===== src/rtl/color_mode_sequencer_if.sv =====
// Request/grant, mode-FSM command and status bundle for color_mode_sequencer.
// master = requesters plus mode FSM side, slave = sequencer.
interface color_mode_sequencer_if #(
  parameter int unsigned NUM_REQ = 2
);
  localparam int unsigned ID_W = $clog2(NUM_REQ);

  logic [NUM_REQ-1:0]   req_valid;
  logic [2*NUM_REQ-1:0] req_target;
  logic [NUM_REQ-1:0]   req_ready;
  logic [1:0]           cmd;
  logic [1:0]           fsm_out;
  logic                 err_clr;
  logic                 busy;
  logic                 done;
  logic [ID_W-1:0]      done_id;
  logic                 done_bad;
  logic                 err;
  logic [1:0]           mode;

  modport master (
    output req_valid, req_target, fsm_out, err_clr,
    input  req_ready, cmd, busy, done, done_id, done_bad, err, mode
  );

  modport slave (
    input  req_valid, req_target, fsm_out, err_clr,
    output req_ready, cmd, busy, done, done_id, done_bad, err, mode
  );
endinterface


===== src/rtl/color_mode_sequencer.sv =====
// Arbitrates requesters for the Color/HSV mode FSM command input and walks the FSM
// step by step to each granted target, confirming fsm_out after every step.
module color_mode_sequencer #(
  parameter int unsigned NUM_REQ = 2,
  parameter int unsigned SETTLE  = 1,
  parameter int unsigned TIMEOUT = 8
) (
  input logic                   clk,
  input logic                   rst,
  color_mode_sequencer_if.slave bus
);
  localparam int unsigned ID_W = $clog2(NUM_REQ);
  localparam logic [1:0] ModeBlue = 2'd0;
  localparam logic [1:0] ModeRed  = 2'd1;
  localparam logic [1:0] ModeHsv  = 2'd2;
  localparam logic [1:0] CmdNop   = 2'd3;
  localparam logic [1:0] TgtBad   = 2'd3;
  localparam logic [7:0] SettleCnt  = 8'(SETTLE);
  localparam logic [7:0] TimeoutCnt = 8'(TIMEOUT);
  localparam logic [ID_W-1:0] LastId = ID_W'(NUM_REQ - 1);

  typedef enum logic [2:0] {StIdle, StStep, StWait, StDone, StErr, StResync} state_e;

  state_e          r_state, w_state_next;
  logic [1:0]      r_mode, w_mode_next;
  logic [1:0]      r_target, w_target_next;
  logic [ID_W-1:0] r_id, w_id_next;
  logic [ID_W-1:0] r_rr_ptr, w_rr_ptr_next;
  logic            r_bad, w_bad_next;
  logic [7:0]      r_cnt, w_cnt_next;

  logic            w_gnt_found;
  logic [ID_W-1:0] w_gnt_idx;
  logic [1:0]      w_gnt_tgt;
  logic [1:0]      w_step_cmd, w_step_dest, w_exp_out;

  // Round-robin search starting at r_rr_ptr.
  always_comb begin
    int unsigned w_idx;
    w_idx       = 0;
    w_gnt_found = 1'b0;
    w_gnt_idx   = '0;
    for (int unsigned k = 0; k < NUM_REQ; k++) begin
      w_idx = 32'(r_rr_ptr) + k;
      if (w_idx >= NUM_REQ) w_idx = w_idx - NUM_REQ;
      if (!w_gnt_found && bus.req_valid[w_idx[ID_W-1:0]]) begin
        w_gnt_found = 1'b1;
        w_gnt_idx   = w_idx[ID_W-1:0];
      end
    end
  end

  assign w_gnt_tgt = bus.req_target[{w_gnt_idx, 1'b0} +: 2];

  // Next hop along the BLUE - RED - HSV chain toward r_target.
  always_comb begin
    w_step_cmd  = CmdNop;
    w_step_dest = r_mode;
    unique case (r_mode)
      ModeBlue: begin
        w_step_cmd  = 2'd1;
        w_step_dest = ModeRed;
      end
      ModeRed: begin
        if (r_target == ModeBlue) begin
          w_step_cmd  = 2'd1;
          w_step_dest = ModeBlue;
        end else begin
          w_step_cmd  = 2'd2;
          w_step_dest = ModeHsv;
        end
      end
      ModeHsv: begin
        w_step_cmd  = 2'd0;
        w_step_dest = ModeRed;
      end
      default: ;
    endcase
  end

  assign w_exp_out = (r_mode == ModeBlue) ? 2'd1 : 2'd2;

  always_comb begin
    w_state_next  = r_state;
    w_mode_next   = r_mode;
    w_target_next = r_target;
    w_id_next     = r_id;
    w_rr_ptr_next = r_rr_ptr;
    w_bad_next    = r_bad;
    w_cnt_next    = r_cnt;
    bus.req_ready = '0;
    bus.cmd       = CmdNop;
    bus.done      = 1'b0;
    unique case (r_state)
      StIdle: begin
        if (w_gnt_found) begin
          bus.req_ready[w_gnt_idx] = 1'b1;
          w_target_next = w_gnt_tgt;
          w_id_next     = w_gnt_idx;
          w_rr_ptr_next = (w_gnt_idx == LastId) ? '0 : w_gnt_idx + ID_W'(1);
          w_bad_next    = (w_gnt_tgt == TgtBad);
          w_state_next  = (w_gnt_tgt == TgtBad || w_gnt_tgt == r_mode) ? StDone : StStep;
        end
      end
      StStep: begin
        bus.cmd      = w_step_cmd;
        w_mode_next  = w_step_dest;
        w_cnt_next   = 8'd1;
        w_state_next = StWait;
      end
      StWait: begin
        if (r_cnt >= SettleCnt && bus.fsm_out == w_exp_out) begin
          w_state_next = (r_mode == r_target) ? StDone : StStep;
        end else if (r_cnt == TimeoutCnt) begin
          w_state_next = StErr;
        end else begin
          w_cnt_next = r_cnt + 8'd1;
        end
      end
      StDone: begin
        bus.done     = 1'b1;
        w_state_next = StIdle;
      end
      StErr: begin
        if (bus.err_clr) begin
          w_cnt_next   = 8'd0;
          w_state_next = StResync;
        end
      end
      StResync: begin
        // HSV->RED pulse; RED and BLUE ignore it, so the FSM lands in BLUE or RED.
        if (r_cnt == 8'd0) begin
          bus.cmd    = 2'd0;
          w_cnt_next = 8'd1;
        end else if (r_cnt >= SettleCnt) begin
          w_mode_next  = (bus.fsm_out == 2'd1) ? ModeBlue : ModeRed;
          w_state_next = StIdle;
        end else begin
          w_cnt_next = r_cnt + 8'd1;
        end
      end
      default: w_state_next = StIdle;
    endcase
  end

  always_ff @(posedge clk or posedge rst) begin
    if (rst) begin
      r_state  <= StIdle;
      r_mode   <= ModeRed;
      r_target <= ModeRed;
      r_id     <= '0;
      r_rr_ptr <= '0;
      r_bad    <= 1'b0;
      r_cnt    <= 8'd0;
    end else begin
      r_state  <= w_state_next;
      r_mode   <= w_mode_next;
      r_target <= w_target_next;
      r_id     <= w_id_next;
      r_rr_ptr <= w_rr_ptr_next;
      r_bad    <= w_bad_next;
      r_cnt    <= w_cnt_next;
    end
  end

  assign bus.busy     = (r_state != StIdle);
  assign bus.done_id  = r_id;
  assign bus.done_bad = (r_state == StDone) && r_bad;
  assign bus.err      = (r_state == StErr) || (r_state == StResync);
  assign bus.mode     = r_mode;
endmodule

===== src/flat_wrapper.sv =====
// flat-port wrapper written by rule: the top's interface ports become plain ports
module color_mode_sequencer_flat 
#(
  parameter int unsigned NUM_REQ = 2,
  parameter int unsigned SETTLE  = 1,
  parameter int unsigned TIMEOUT = 8
)
  (clk, rst, bus_req_valid, bus_req_target, bus_fsm_out, bus_err_clr, bus_req_ready, bus_cmd, bus_busy, bus_done, bus_done_id, bus_done_bad, bus_err, bus_mode);
  color_mode_sequencer_if #(.NUM_REQ(NUM_REQ)) bus_i ();
  input logic clk;
  input logic rst;
  input wire logic [$bits(bus_i.req_valid)-1:0] bus_req_valid;
  input wire logic [$bits(bus_i.req_target)-1:0] bus_req_target;
  input wire logic [$bits(bus_i.fsm_out)-1:0] bus_fsm_out;
  input wire logic [$bits(bus_i.err_clr)-1:0] bus_err_clr;
  output wire logic [$bits(bus_i.req_ready)-1:0] bus_req_ready;
  output wire logic [$bits(bus_i.cmd)-1:0] bus_cmd;
  output wire logic [$bits(bus_i.busy)-1:0] bus_busy;
  output wire logic [$bits(bus_i.done)-1:0] bus_done;
  output wire logic [$bits(bus_i.done_id)-1:0] bus_done_id;
  output wire logic [$bits(bus_i.done_bad)-1:0] bus_done_bad;
  output wire logic [$bits(bus_i.err)-1:0] bus_err;
  output wire logic [$bits(bus_i.mode)-1:0] bus_mode;
  assign bus_i.req_valid = bus_req_valid;
  assign bus_i.req_target = bus_req_target;
  assign bus_i.fsm_out = bus_fsm_out;
  assign bus_i.err_clr = bus_err_clr;
  assign bus_req_ready = bus_i.req_ready;
  assign bus_cmd = bus_i.cmd;
  assign bus_busy = bus_i.busy;
  assign bus_done = bus_i.done;
  assign bus_done_id = bus_i.done_id;
  assign bus_done_bad = bus_i.done_bad;
  assign bus_err = bus_i.err;
  assign bus_mode = bus_i.mode;
  color_mode_sequencer #(.NUM_REQ(NUM_REQ), .SETTLE(SETTLE), .TIMEOUT(TIMEOUT)) u_core (.clk(clk), .rst(rst), .bus(bus_i));
endmodule

===== config.mk =====
export PLATFORM = sky130hd
export DESIGN_NAME = color_mode_sequencer_flat
export DESIGN_NICKNAME = d
export VERILOG_FILES = /design/src/rtl/color_mode_sequencer_if.sv /design/src/rtl/color_mode_sequencer.sv /design/src/flat_wrapper.sv
export SDC_FILE = /design/constraint.sdc
export NUM_CORES = 1
export LEC_CHECK = 0
export BUFFER_PORTS_ARGS = -buffer_cell sky130_fd_sc_hd__buf_2
export CAP_MARGIN = 20
export CORE_UTILIZATION = 51
export CTS_BUF_LIST = sky130_fd_sc_hd__clkbuf_4 sky130_fd_sc_hd__clkbuf_8
export DETAILED_ROUTE_END_ITERATION = 6
export GPL_ROUTABILITY_DRIVEN = 0
export GPL_TIMING_DRIVEN = 0
export PLACE_DENSITY = 0.73
export SLEW_MARGIN = 10
export SYNTH_ARGS = -nofsm -noshare
export SYNTH_HDL_FRONTEND = slang
export SYNTH_SLANG_ARGS = --single-unit

===== constraint.sdc =====
create_clock -name clk -period 2.4 [get_ports clk]
set_clock_uncertainty 0.05 [all_clocks]
set_input_delay 0.48 -clock clk [delete_from_list [all_inputs] [get_ports clk]]
set_output_delay 0.48 -clock clk [all_outputs]
set_load 0.02 [all_outputs]

Word-level counts from Yosys, hierarchy flattened. Index checks and enable logic that the tools add are counted. W data, S select, Z words.

$add $sub $neg: 5. Multiply operators: 0. Divide/modulo/power cells: 0. Order comparisons: 7. Equality and inequality tests: 22. Shift operators: 1. Mux-type cells: 42. Bitwise operators: 0. Reduce and logical (&&, ||, !) cells: 19.

Operators by type and width (count): $mux W8 (5); $pmux W8 S4 (1); $mux W2 (10); $mux W3 (6); $pmux W3 S5 (1); $mux W1 (14); $pmux W2 S2 (3); $reduce_and A5 Y1 (2); $add A8 B1 Y8 const B (1); $eq A8 B4 Y1 const B (1); $ge A8 B1 Y1 const B (1); $logic_not A8 Y1 (1); $ne A2 B2 Y1 const B (4); $eq A2 B2 Y1 (3); $eq A3 B2 Y1 const B (2); $eq A3 B3 Y1 const B (2); $lt A1 B2 Y1 const B (3); $ne A3 B3 Y1 const B (2); $pmux W2 S3 (1); $eq A2 B1 Y1 const B (2); $eq A2 B2 Y1 const B (2); $logic_and A1 B1 Y1 (4); $logic_not A2 Y1 (2); $ne A2 B1 Y1 const B (2); other kinds (19) (21).

Register bits: 18. Latch bits: 0. Bits in writable memories: 0. Bits in read-only memories: 0. Bits of input ports: 11. Logic and storage cells: 103. Memories: 0.

Depth between registers and ports, before layout.
Word-level depth: 14. Gate-level depth with buffers: 7. Mapped depth without buffers: 7.

Least setup slack after synthesis. OpenSTA, ideal clock, no wires.

Kind: register -> output. From: register u_core.r_cnt[0]. To: output bus_cmd[0]. Data arrival time: 1645 ps. Data required time: 1870 ps. Setup slack: 225 ps. Cell stages (with the launch flop): 7. Cells stage by stage: dfrtp_1 > inv_1 > ha_1 > or3b_2 > or2_4 > nor2b_1 > a21oi_1.

Longest elaborated chain between the ends: 3.

Ends and longest elaborated chain: start, declared (RTL line color_mode_sequencer.sv:30) `logic [7:0] r_cnt, w_cnt_next;`; start signal, assigned (RTL line color_mode_sequencer.sv:162) `r_cnt <= w_cnt_next;`; $logic_not A8 Y1 (RTL line color_mode_sequencer.sv:132) `if (r_cnt == 8'd0) begin`; $mux W2 (RTL line color_mode_sequencer.sv:132); $pmux W2 S2 (RTL line color_mode_sequencer.sv:94) `unique case (r_state)`; end, declared (RTL line flat_wrapper.sv:17) `output wire logic [$bits(bus_i.cmd)-1:0] bus_cmd;`.

Every way passes these cells.

Worst setup path in the final report.
From: register u_core.r_cnt[1]. To: output bus_cmd[0].

Same word-level chain as after synthesis.

==> metrics.txt <==
Avg Cell Area, Syn approximately 8.6 um2; crit path capture type output pin; placed insts between 200 and 250; layout cells sized above 1 0.304; Final Cycle Share 1.02; Pwr Density 1220 mW/mm2; I/O pin count 22; DR pass1 iterations 4; vias in the first global route between 1000 and 1500; GRT Overall Usage 0.250; total CTS buffers 3; Hold WC Path Type in -> async; final critical-path required period roughly 2.5 ns; cell row count 18; DR iter-0 viols 40; placed cell area approximately 0.0015 mm2; Max Slew Vio Count 0; Layout Cells excl Fill 221; Main synth FF type dfrtp_1; vias 1283; status finished with violations; Fin Setup TNS -0.101 ns; # port buffers 21; Distinct cells, synth 50; CTS tree yes; # fillers 209; largest cells by area after synthesis dfrtp_1, o21ai_0, dfstp_2; Leak Pwr 0.735 nW; Clock Path Buffers 2; f_max 407 MHz; ANT cells 0; Post-Syn Area 0.00134 mm2; startpoint types register; drc violations 0; final instance area 0.00163 mm2; Max rail drop VDD between 0.7 and 0.8 mV; Slew HR 0.523; HPWL after DPL 2250 um; global route overflow 0; cells after synthesis 156; first-pass GRT wire length 5100 um; failing checks setup timing; CP required 1.87 ns; WS Path Type reg -> out; unrepaired setup endpoints after global routing true; vias per cell 5.81; initial antenna violation count 0; ANT nets after route 0; max_cap viols 0; die area 0.00284 mm2; Die H roughly 53 um; share of Yosys cell area claimed by the top area cell type 0.298; Core ar. about 0.0025 mm2; clk sink count 18; Root Driver clkbuf_4; Hold Vio Cnt, Final 0; net count after synthesis 170; critical path arrival 1.93 ns; Yosys Warn Count 0; clock slew at reported path FFs 0.13 ns; initial core utilization 0.542; worst setup margin -0.0599 ns; routed wire length 3220 um; Synth area leader dfrtp_1; worst-margin pin slew between 0.7 and 0.8 ns; Final setup viols 2; WL per Instance about 15 um; Crit Path Max Fanout 2; clock latency on the worst-skew pair 0.32 ns; Post-synth EDFFs 0; #FFs+latches synth 18; die width around 53 um; H-tree levels 1; pin count of the biggest net entering global routing 19; fin nets around 210; Synth async-reset ratio 1.00; sequential area share after synthesis 0.337; synthesis-to-finish area growth 21.2%
-- critical path, cell delays in order (launching register included) --
cell and delay (ns):
dfrtp_1 0.42, inv_2 0.09, ha_4 0.13, or3b_4 0.37, or2_4 0.25, nor2b_4 0.13
a21oi_1 0.05, buf_2 0.16
-- flip-flops by register name, indices dropped and copies added (netlist names) --
register,count
u_core.r_cnt,8
u_core.r_rr_ptr,1
u_core.bus.done_id,1
u_core.bus.mode,2
u_core.r_bad,1
u_core.r_target,2
u_core.r_state,3
-- logic make-up after synthesis --
| logic type | count (synthesis) | share of synthesized area |
|---|---|---|
| compound gates | 52 | 0.262 |
| xor+xnor | 2 | 0.0130 |
| fa+ha+maj | 3 | 0.0280 |
| buf+inv | 15 | 0.0494 |
| flops | 18 | 0.337 |
| mux | 5 | 0.0391 |
| simple gates | 61 | 0.271 |
-- stage by stage --
step | power, mW | util | hold WS (ns) | setup WS [ns]
2_1_floorplan | 1.38 | - | 0.367 | 0.225
3_3_place_gp | 1.61 | 0.599 | 0.402 | 0.0109
3_5_place_dp | 1.64 | 0.599 | 0.414 | 0.000346
4_1_cts | 1.94 | 0.650 | 0.232 | -0.0207
5_1_grt | 2.11 | 0.657 | 0.266 | -0.0948
6_report | 1.98 | 0.657 | 0.200 | -0.0599
-- cell usage after synthesis (all sizes together), types with 2 or more instances --
library cell	n
dfstp	2
o31ai	2
xnor2	2
o21ai	21
o211ai	2
and2	4
and3	4
nor2b	6
and3b	2
nand2b	7
buf	3
mux2	2
dfrtp	16
mux2i	3
nand3b	2
o22a	3
ha	3
nand2	12
clkbuf	3
nand4	2
or2	3
inv	9
nor3	5
or3b	2
nor2	7
a21oi	9
o21a	2
nand3	2
-- per-layer routing --
layer	wire length (um)	part of all wire	track usage
met2	1490	0.46	0.400
met1	1520	0.47	0.328
met3	166	0.052	0.0345
met4	48	0.015	0.110
met5	0	0	0
-- cell type report --
class | instances | area [um2] | share of cell area
Tap cell | 30 | 37.5 | 0.0231
Multi-Input combinational cell | 123 | 855 | 0.525
Buffer | 5 | 21.3 | 0.0131
Clock buffer | 4 | 36.3 | 0.0223
Sequential cell | 18 | 453 | 0.278
Timing Repair Buffer | 32 | 190 | 0.117
Inverter | 9 | 33.8 | 0.0208
-- path summary, 6_finish.rpt --
kind | startpoint | to | slack [ns] | cells after the start
worst min-delay path | rst | u_core.r_cnt[0] | 0.20 | 2
max in group asynchronous | rst | u_core.r_target[1] | 1.64 | 2
worst max register to register | u_core.r_cnt[4] | u_core.r_cnt[0] | 0.23 | 6
worst max-delay path | u_core.r_cnt[1] | bus_cmd[0] | -0.06 | 7
min in group clk | bus_req_valid[0] | u_core.r_rr_ptr | 0.41 | 3
worst min register to register | u_core.bus.done_id | u_core.bus.done_id | 0.44 | 1
-- timing repair --
| action | 4_1_cts | 5_1_grt |
|---|---|---|
| setup endpoints to repair | 2 | 3 |
| resized for setup | 8 | 2 |
| endpoints found under the hold margin | 0 | 0 |
| hold buffers | 0 | 0 |
| setup buffers | 10 | 1 |
| pin swaps | 3 | 1 |
-- report_power, final --
| part | switching, mW | leakage, nW | total (mW) | internal, mW |
|---|---|---|---|---|
| Combinational | 0.734 | 0.485 | 1.27 | 0.533 |
| Sequential | 0.0832 | 0.229 | 0.502 | 0.419 |
| Clock | 0.116 | 0.0210 | 0.209 | 0.0929 |
-- layout by cell type, fill, tap and decap left out, drive strengths merged, types with 6 or more instances in the layout --
cell type,Yosys,routed
a21oi,9,9
buf,3,34
dfrtp,16,16
nor2b,6,6
nand2b,7,7
nand2,12,12
nor2,7,7
o21ai,21,21
inv,9,9
clkbuf,3,7
No activity file was read; power rests on OpenSTA's default activity.
